--- config.mk ---
export PLATFORM = sky130hd
export DESIGN_NAME = hcms29xx_rx_flat
export DESIGN_NICKNAME = d
export VERILOG_FILES = /design/src/rtl/hcms29xx_rx_if.sv /design/src/rtl/hcms29xx_rx.sv /design/src/flat_wrapper.sv
export SDC_FILE = /design/constraint.sdc
export NUM_CORES = 1
export LEC_CHECK = 0
export CORE_MARGIN = 5
export CORE_UTILIZATION = 55
export DETAILED_ROUTE_END_ITERATION = 8
export GPL_TIMING_DRIVEN = 0
export PLACE_DENSITY = 0.79
export SYNTH_ARGS = -nofsm -noshare
export SYNTH_HDL_FRONTEND = slang
export SYNTH_SLANG_ARGS = --single-unit
--- constraint.sdc ---
create_clock -name clk -period 49.6 [get_ports clk]
set_input_delay 14.88 -clock clk [delete_from_list [all_inputs] [get_ports clk]]
set_output_delay 14.88 -clock clk [all_outputs]
set_load 0.005 [all_outputs]
--- src/rtl/hcms29xx_rx_if.sv ---
// HCMS-29xx device-side serial pins, as driven by the display controller.
interface hcms29xx_rx_if;
    logic ser_clk;
    logic ser_din;
    logic ser_rs;
    logic ser_ce_n;
    logic ser_rst_n;

    modport master (
        output ser_clk,
        output ser_din,
        output ser_rs,
        output ser_ce_n,
        output ser_rst_n
    );

    modport slave (
        input ser_clk,
        input ser_din,
        input ser_rs,
        input ser_ce_n,
        input ser_rst_n
    );
endinterface

--- src/rtl/hcms29xx_rx.sv ---
// HCMS-29xx display receiver: oversamples the serial pins on clk and rebuilds
// the dot image plus the two control words, flagging frames of bad length.
module hcms29xx_rx #(
    parameter int N      = 2,
    parameter int UNIT_W = 20,
    parameter int UNIT_H = 8
) (
    input  logic                        clk,
    input  logic                        rst,
    hcms29xx_rx_if.slave                ser,
    output logic [N*UNIT_W*UNIT_H-1:0]  pdataout,
    output logic [7:0]                  cw0,
    output logic [7:0]                  cw1,
    output logic                        frame_done,
    output logic                        cmd_done,
    output logic                        frame_err,
    output logic                        busy
);

    localparam int L  = N * UNIT_W * UNIT_H;
    localparam int CW = ($clog2(L + 2) > 4) ? $clog2(L + 2) : 4;
    localparam logic [CW-1:0] DOT_LEN = CW'(L);
    localparam logic [CW-1:0] DOT_SAT = CW'(L + 1);
    localparam logic [CW-1:0] CMD_LEN = CW'(8);
    localparam logic [CW-1:0] CMD_SAT = CW'(9);

    typedef enum logic [1:0] {IDLE, SHIFT_DOT, SHIFT_CMD, COMMIT} state_e;

    state_e state_q, state_d;

    // Stage [1] is the synchronized copy; stage [2] is edge-detect history.
    logic [2:0] sclk_q, sce_q;
    logic [1:0] sdin_q, srs_q, srst_q;

    logic [L-1:0]  sr_q, sr_d;
    logic [CW-1:0] cnt_q, cnt_d;
    logic          frame_rs_q, frame_rs_d;
    logic          pend_q, pend_d;
    logic          pend_rs_q, pend_rs_d;
    logic [L-1:0]  pdata_q, pdata_d;
    logic [7:0]    cw0_q, cw0_d, cw1_q, cw1_d;
    logic          frame_done_q, frame_done_d;
    logic          cmd_done_q, cmd_done_d;
    logic          frame_err_q, frame_err_d;

    logic clk_rise, ce_fall, ce_rise, dev_rst, in_frame, start, start_rs, capture;
    logic [7:0] cmd_word;

    assign clk_rise = sclk_q[1] & ~sclk_q[2];
    assign ce_fall  = ~sce_q[1] & sce_q[2];
    assign ce_rise  = sce_q[1] & ~sce_q[2];
    assign dev_rst  = ~srst_q[1];
    assign in_frame = (state_q == SHIFT_DOT) || (state_q == SHIFT_CMD);
    // A ce_n fall seen during COMMIT is parked in pend_q and started from IDLE.
    assign start    = ce_fall | pend_q;
    assign start_rs = pend_q ? pend_rs_q : srs_q[1];
    // ce_n must still be low in the sample that sees the ser_clk rise.
    assign capture  = in_frame & clk_rise & ~sce_q[1];
    assign cmd_word = sr_q[L-1 -: 8];

    // Pin synchronizers, cleared to the idle levels of the link
    always_ff @(posedge clk or posedge rst) begin
        if (rst) begin
            sclk_q <= '0;
            sce_q  <= '1;
            srst_q <= '1;
            sdin_q <= '0;
            srs_q  <= '0;
        end else begin
            sclk_q <= {sclk_q[1:0], ser.ser_clk};
            sce_q  <= {sce_q[1:0], ser.ser_ce_n};
            srst_q <= {srst_q[0], ser.ser_rst_n};
            sdin_q <= {sdin_q[0], ser.ser_din};
            srs_q  <= {srs_q[0], ser.ser_rs};
        end
    end

    // FSM state register
    always_ff @(posedge clk or posedge rst) begin
        if (rst) state_q <= IDLE;
        else     state_q <= state_d;
    end

    // FSM next state: device reset wins from any state
    always_comb begin
        state_d = state_q;
        if (dev_rst) begin
            state_d = IDLE;
        end else begin
            case (state_q)
                IDLE:                 if (start) state_d = start_rs ? SHIFT_CMD : SHIFT_DOT;
                SHIFT_DOT, SHIFT_CMD: if (ce_rise) state_d = COMMIT;
                COMMIT:               state_d = IDLE;
                default:              state_d = IDLE;
            endcase
        end
    end

    // FSM outputs: shift/count while open, length check and commit in COMMIT
    always_comb begin
        sr_d         = sr_q;
        cnt_d        = cnt_q;
        frame_rs_d   = frame_rs_q;
        pend_d       = pend_q;
        pend_rs_d    = pend_rs_q;
        pdata_d      = pdata_q;
        cw0_d        = cw0_q;
        cw1_d        = cw1_q;
        frame_done_d = 1'b0;
        cmd_done_d   = 1'b0;
        frame_err_d  = 1'b0;
        if (dev_rst) begin
            sr_d       = '0;
            cnt_d      = '0;
            frame_rs_d = 1'b0;
            pend_d     = 1'b0;
            pend_rs_d  = 1'b0;
            pdata_d    = '0;
            cw0_d      = 8'h00;
            cw1_d      = 8'h80;
        end else begin
            case (state_q)
                IDLE: begin
                    if (start) begin
                        cnt_d      = '0;
                        frame_rs_d = start_rs;
                        pend_d     = 1'b0;
                    end
                end
                SHIFT_DOT, SHIFT_CMD: begin
                    if (capture) begin
                        sr_d = {sdin_q[1], sr_q[L-1:1]};
                        if (cnt_q != ((state_q == SHIFT_CMD) ? CMD_SAT : DOT_SAT))
                            cnt_d = cnt_q + 1'b1;
                    end
                end
                COMMIT: begin
                    if (ce_fall) begin
                        pend_d    = 1'b1;
                        pend_rs_d = srs_q[1];
                    end
                    if (frame_rs_q) begin
                        if (cnt_q == CMD_LEN) begin
                            if (cmd_word[7]) cw1_d = cmd_word;
                            else             cw0_d = cmd_word;
                            cmd_done_d = 1'b1;
                        end else begin
                            frame_err_d = 1'b1;
                        end
                    end else if (cnt_q == DOT_LEN) begin
                        pdata_d      = sr_q;
                        frame_done_d = 1'b1;
                    end else begin
                        frame_err_d = 1'b1;
                    end
                end
                default: ;
            endcase
        end
    end

    // Datapath and pulse registers
    always_ff @(posedge clk or posedge rst) begin
        if (rst) begin
            sr_q         <= '0;
            cnt_q        <= '0;
            frame_rs_q   <= 1'b0;
            pend_q       <= 1'b0;
            pend_rs_q    <= 1'b0;
            pdata_q      <= '0;
            cw0_q        <= 8'h00;
            cw1_q        <= 8'h80;
            frame_done_q <= 1'b0;
            cmd_done_q   <= 1'b0;
            frame_err_q  <= 1'b0;
        end else begin
            sr_q         <= sr_d;
            cnt_q        <= cnt_d;
            frame_rs_q   <= frame_rs_d;
            pend_q       <= pend_d;
            pend_rs_q    <= pend_rs_d;
            pdata_q      <= pdata_d;
            cw0_q        <= cw0_d;
            cw1_q        <= cw1_d;
            frame_done_q <= frame_done_d;
            cmd_done_q   <= cmd_done_d;
            frame_err_q  <= frame_err_d;
        end
    end

    assign pdataout   = pdata_q;
    assign cw0        = cw0_q;
    assign cw1        = cw1_q;
    assign frame_done = frame_done_q;
    assign cmd_done   = cmd_done_q;
    assign frame_err  = frame_err_q;
    assign busy       = in_frame;

endmodule

--- src/flat_wrapper.sv ---
// flat-port wrapper written by rule: the top's interface ports become plain ports
module hcms29xx_rx_flat 
#(
    parameter int N      = 2,
    parameter int UNIT_W = 20,
    parameter int UNIT_H = 8
)
  (clk, rst, pdataout, cw0, cw1, frame_done, cmd_done, frame_err, busy, ser_ser_clk, ser_ser_din, ser_ser_rs, ser_ser_ce_n, ser_ser_rst_n);
  hcms29xx_rx_if ser_i ();
  input  logic clk;
  input  logic rst;
  output logic [N*UNIT_W*UNIT_H-1:0] pdataout;
  output logic [7:0] cw0;
  output logic [7:0] cw1;
  output logic frame_done;
  output logic cmd_done;
  output logic frame_err;
  output logic busy;
  input wire logic [$bits(ser_i.ser_clk)-1:0] ser_ser_clk;
  input wire logic [$bits(ser_i.ser_din)-1:0] ser_ser_din;
  input wire logic [$bits(ser_i.ser_rs)-1:0] ser_ser_rs;
  input wire logic [$bits(ser_i.ser_ce_n)-1:0] ser_ser_ce_n;
  input wire logic [$bits(ser_i.ser_rst_n)-1:0] ser_ser_rst_n;
  assign ser_i.ser_clk = ser_ser_clk;
  assign ser_i.ser_din = ser_ser_din;
  assign ser_i.ser_rs = ser_ser_rs;
  assign ser_i.ser_ce_n = ser_ser_ce_n;
  assign ser_i.ser_rst_n = ser_ser_rst_n;
  hcms29xx_rx #(.N(N), .UNIT_W(UNIT_W), .UNIT_H(UNIT_H)) u_core (.clk(clk), .rst(rst), .ser(ser_i), .pdataout(pdataout), .cw0(cw0), .cw1(cw1), .frame_done(frame_done), .cmd_done(cmd_done), .frame_err(frame_err), .busy(busy));
endmodule
-- After elaboration in Yosys (flattened, before gate mapping)
Index checks and enable logic that the tools add are counted.
- add/sub/neg operators: 1
- equal/unequal tests: 25
- mux-type cells: 52
- bitwise logic cells: 9
- reductions and logical operators: 12
- operators by type and width (operator ; number):
    $mux 320 ; 7
    $mux 8 ; 10
    $mux 9 ; 5
    $ne 2x2->1 const B ; 12
    $mux 1 ; 23
    $ne 3x3->1 const B ; 7
    $pmux 9 s2 ; 1
    $reduce_and 4->1 ; 3
    $add 9x1->9 const B ; 1
    $eq 9x4->1 const B ; 1
    $eq 9x9->1 const B ; 1
    $ne 9x9->1 ; 1
    $mux 2 ; 4
    $reduce_and 2->1 ; 4
    $pmux 2 s3 ; 1
    $reduce_and 3->1 ; 2
    $and 1x1->1 ; 5
    $eq 2x2->1 const B ; 2
    $not 1->1 ; 3
    $eq 2x1->1 const B ; 1
    $logic_not 2->1 ; 1
    $pmux 1 s2 ; 1
    $reduce_or 2->1 ; 1
    $logic_or 1x1->1 ; 1
    $or 1x1->1 ; 1
- register bits: 685
- word-level logic and storage cells: 116

-- Depth between registers and ports, before layout
- word-level depth: 7
- mapped depth: 9
- depth with buffers taken out: 6

-- Least setup slack after synthesis
Ideal clock, no wire load.
- path kind: reg-to-output
- start: register u_core.state_q[0]
- end: output busy
- data arrival time: 0.734 ns
- path slack: 33.986 ns
- stages on the path, launching flop included: 3
- path buffers: 0
- cell sequence: dfrtp_1 -> inv_1 -> ha_1
- cells in the longest elaborated chain, start to end: 2
- RTL lines (element ; RTL line ; RTL):
    start: declaration ; hcms29xx_rx.sv:29 ; state_e state_q, state_d;
    start signal: assignment ; hcms29xx_rx.sv:81 ; else state_q <= state_d;
    $eq 2x1->1 or $eq 2x2->1 (tied branches) ; hcms29xx_rx.sv:53 ; assign in_frame = (state_q == SHIFT_DOT) || (state_q == SHIFT_CMD);
    $logic_or 1x1->1 * ; hcms29xx_rx.sv:53 ;
    end: declaration ; flat_wrapper.sv:18 ; output logic busy;
Every way passes the cells marked *; elsewhere a longest branch is shown, timed or not.

-- Worst setup path in the final report
- start: register u_core.state_q[1]
- end: output busy
The elaborated chain is that of the path after synthesis.

==> run summary <==
===============================================================================
Result of the run ................................................ finished, final reports clean
Period utilization ...............................................        34.0%
Core Region ......................................................   48,700 um2
Number of setup buffers added after CTS ..........................            0
Worst Max-Slew Pin Slew ..........................................     0.939 ns
Via count of the first global-routing pass .......................       22,360
H-Tree Level Count ...............................................            3
Pin count of the biggest net entering global routing .............          139
Worst-case vdd ir drop ...........................................      24.5 uV
Area share of the largest cell type after synthesis ..............        62.8%
Antenna-violating nets left ......................................            0
Initial standard-cell utilization of the core ....................        55.4%
Sequential power share ...........................................        48.2%
Highest clock frequency the design can meet ......................   0.0594 GHz
Combined area of all synthesized cells ...........................   27,000 um2
Number of flip-flops and latches in the synthesized netlist ......          683
Maximum fanout encountered on the critical timing path ...........            5
Leading cell types in the layout, fill and taps excluded ......... 1,306 x nand2_1, 678 x dfrtp_1, 643 x a21oi_1
Final weighted congestion of routability-driven global placement .        0.867
Synth Net Count ..................................................        2,978
Switching power as a share of total power ........................        23.4%
Hold Path Origin ................................................. u_core.srs_q[0]
Via density per instance .........................................         5.42
Commonest non-fill, non-tap cell in the layout ...................      nand2_1
Switching power summed over all nets .............................   0.000272 W
Internal power component .........................................   0.000891 W
Wirelength per Cell ..............................................      17.3 um
DRC marker count from the first detailed-route iteration .........        2,177
Sink Count .......................................................          683
Worst Path Required ..............................................     34.72 ns
Worst path arrival time ..........................................      1.96 ns
GR Overflow Total ................................................            0
Number of I/O port buffers .......................................          344
Cts repair resizes ...............................................            0
Share of the yosys chip area belonging to registers ..............        63.3%
Number of clock buffers inserted by TritonCTS ....................           70
Vert. Die Dim ....................................................       232 um
Layout Cells excl Fill ...........................................        4,102
Post-layout nets .................................................        3,399
Die ar. ..........................................................   53,600 um2
Count of antenna diodes in the layout ............................            0
Launch point of the worst reg-to-reg path ........................ u_core.state_q[1]
HP Class ......................................................... register to register
Worst Clk Skew ...................................................    0.0263 ns
Clock transition at the registers of the reported paths ..........      0.06 ns
Share of flip-flops with an asynchronous set or reset ............         100%
Static leakage power .............................................      13.9 nW
Sum of negative setup slack ......................................         0 ns
Final wirelength .................................................    71,000 um
Number of enable-type register cells in the synthesized netlist ..            0
DRC violations left ..............................................            0
Total number of placement rows ...................................           81
Worst Setup Slack, final .........................................     32.76 ns
Number of violations of the max-capacitance limit ................            0
Clock Tree Root ..................................................    clkbuf_16
Biggest area contributors in the synthesized netlist ............. dfrtp_1 63%, nand2_1 18%, a21oi_1 12%
Detailed-placement wirelength estimate ...........................    48,700 um
Count of unique library cells instantiated by Yosys ..............           38
Boundary Pins ....................................................          347
Number of instances in the placed design .........................        3,976
First-pass GRT wire length .......................................   116,000 um
Number of vias after detailed routing ............................       22,246
CP cell instances ................................................ inv_1, ha_1, clkdlybuf4s50_1
CTS hold repair buffers ..........................................            0
Maximum buffer depth of the clock tree ...........................            3
Final count of negative-setup-slack endpoints ....................            0
Pre-CTS WS .......................................................     32.11 ns
Number of failing hold endpoints at the final stage ..............            0
Syn. warnings ....................................................            0
Unrepaired setup endpoints after global routing ..................        false
Gate count of the mapped netlist .................................        2,963
Relative area change from synthesis to final layout ..............        25.1%
Avg Cell Area, Syn ...............................................     9.11 um2
Main flop type after synthesis ...................................      dfrtp_1
Utilization after layout .........................................        69.3%
Fraction of power consumed by the clock network ..................        46.2%
Share of post-route cells with drive strength above 1 ............        5.70%
Final critical path time including I/O delays and setup ..........     16.84 ns
Pwr per Cell Area ................................................  34.4 nW/um2
Relative slew margins ............................................        37.4%
First-pass iteration count of the detailed router ................            5
CP max stage cell ................................................ clkdlybuf4s50_1
Initial antenna violation count ..................................            1
Crit path capture type ...........................................  output port
Most area-hungry cell type in the Yosys netlist ..................      dfrtp_1
Clk_lat worst skew ...............................................      0.61 ns
Origin of the worst setup path ................................... u_core.state_q[1]
Final Max Tran Viols .............................................            0
Width of the chip ................................................       232 um
Startpoint Class .................................................     register
Type of the worst setup path ..................................... register to output port
Logic pwr share ..................................................         5.6%
Clock tree from TritonCTS ........................................          yes
GR Util All Layers ...............................................        26.3%
Slowest cell delay on critical path ..............................      0.55 ns
===============================================================================
==> worst paths after layout <==
kind / endpoint / slack [ns] / cells after the start
setup / recovery: busy / 32.76 / 3
hold / removal: u_core.srs_q[1] / 0.35 / 0
setup reg to reg: u_core.sr_q[319] / 46.59 / 9
hold reg to reg: u_core.srs_q[1] / 0.35 / 0
max in group asynchronous: u_core.sr_q[215] / 32.82 / 5
min in group asynchronous: u_core.pdataout[93] / 14.73 / 2
==> power groups by stage <==
stage | sequential (W) | combinational (W) | clock, W
global placement | 0.000571 | 0.0000620 | 0
finish | 0.000561 | 0.0000657 | 0.000537
floorplan | 0.000571 | 0.0000444 | 0
CTS | 0.000560 | 0.0000658 | 0.000544
global route | 0.000560 | 0.0000734 | 0.000569
detailed placement | 0.000571 | 0.0000654 | 0
==> metrics by stage <==
stage | hold slack [ns] | power [W] | cell area [um2]
floorplan | 0.331 | 0.000615 | 27000
global placement | 0.334 | 0.000633 | 31300
detailed placement | 0.346 | 0.000636 | 31400
CTS | 0.358 | 0.00117 | 33800
global route | 0.363 | 0.00120 | 33800
finish | 0.354 | 0.00116 | 33800
==> sequential cells by signal, indices dropped and copies added (netlist names), 3 cells and up <==
signal and flops:
u_core.cnt_q 9, u_core.cw0 7, u_core.cw1 7, u_core.pdataout 320, u_core.sce_q 3, u_core.sclk_q 3
u_core.sr_q 320
==> cell usage after synthesis, types with 5 or more instances <==
library cell and n:
nand3b_1 6, dfrtp_1 678, buf_4 6, nor2_1 5
inv_1 7, buf_1 14, a21oi_1 643, clkbuf_1 149
nand2_1 1306, buf_2 54, nand3_1 15, ha_1 8
and3_1 5, a2111oi_0 5, dfstp_2 5, mux2i_1 26
==> per-layer routing <==
layer	GRT usage, %	share of wire (%)	vias up
met5	0	0.018	-
met4	8.79	2.7	2
met3	5.99	7.1	135
met2	43.1	49	744
met1	35.3	42	10954
li1	-	-	10411
==> cells by family (layout without fill, tap and decap cells) <==
kind of cell | count (synthesis) | after routing | synth area share, %
AO/OA/AOI/OAI | 659 | 659 | 12.4
adder cells (fa/ha/maj) | 8 | 8 | 0.371
buffers and inverters | 232 | 707 | 3.59
flip-flops | 683 | 683 | 63.3
multiplexers | 28 | 28 | 1.05
other | 2 | 2 | 0.0278
AND/OR/NAND/NOR | 1351 | 1351 | 19.3
==> worst max-delay path: cells and delay by family (launching register included) <==
family | cells | cell delay (ns)
buf+inv | 2 | 0.64
flops | 1 | 0.43
fa+ha+maj | 1 | 0.30
==> area by class of cell <==
class | instances | area, um2
sequential | 683 | 17100
fill | 3617 | 15000
multi-input combinational | 2048 | 8940
timing repair buffer | 349 | 3580
clock buffer | 97 | 2070
buffer | 224 | 938
tap | 664 | 831
clock inverter | 29 | 298
inverter | 8 | 37.5
Note: power is estimated with default switching activity, not from simulation.
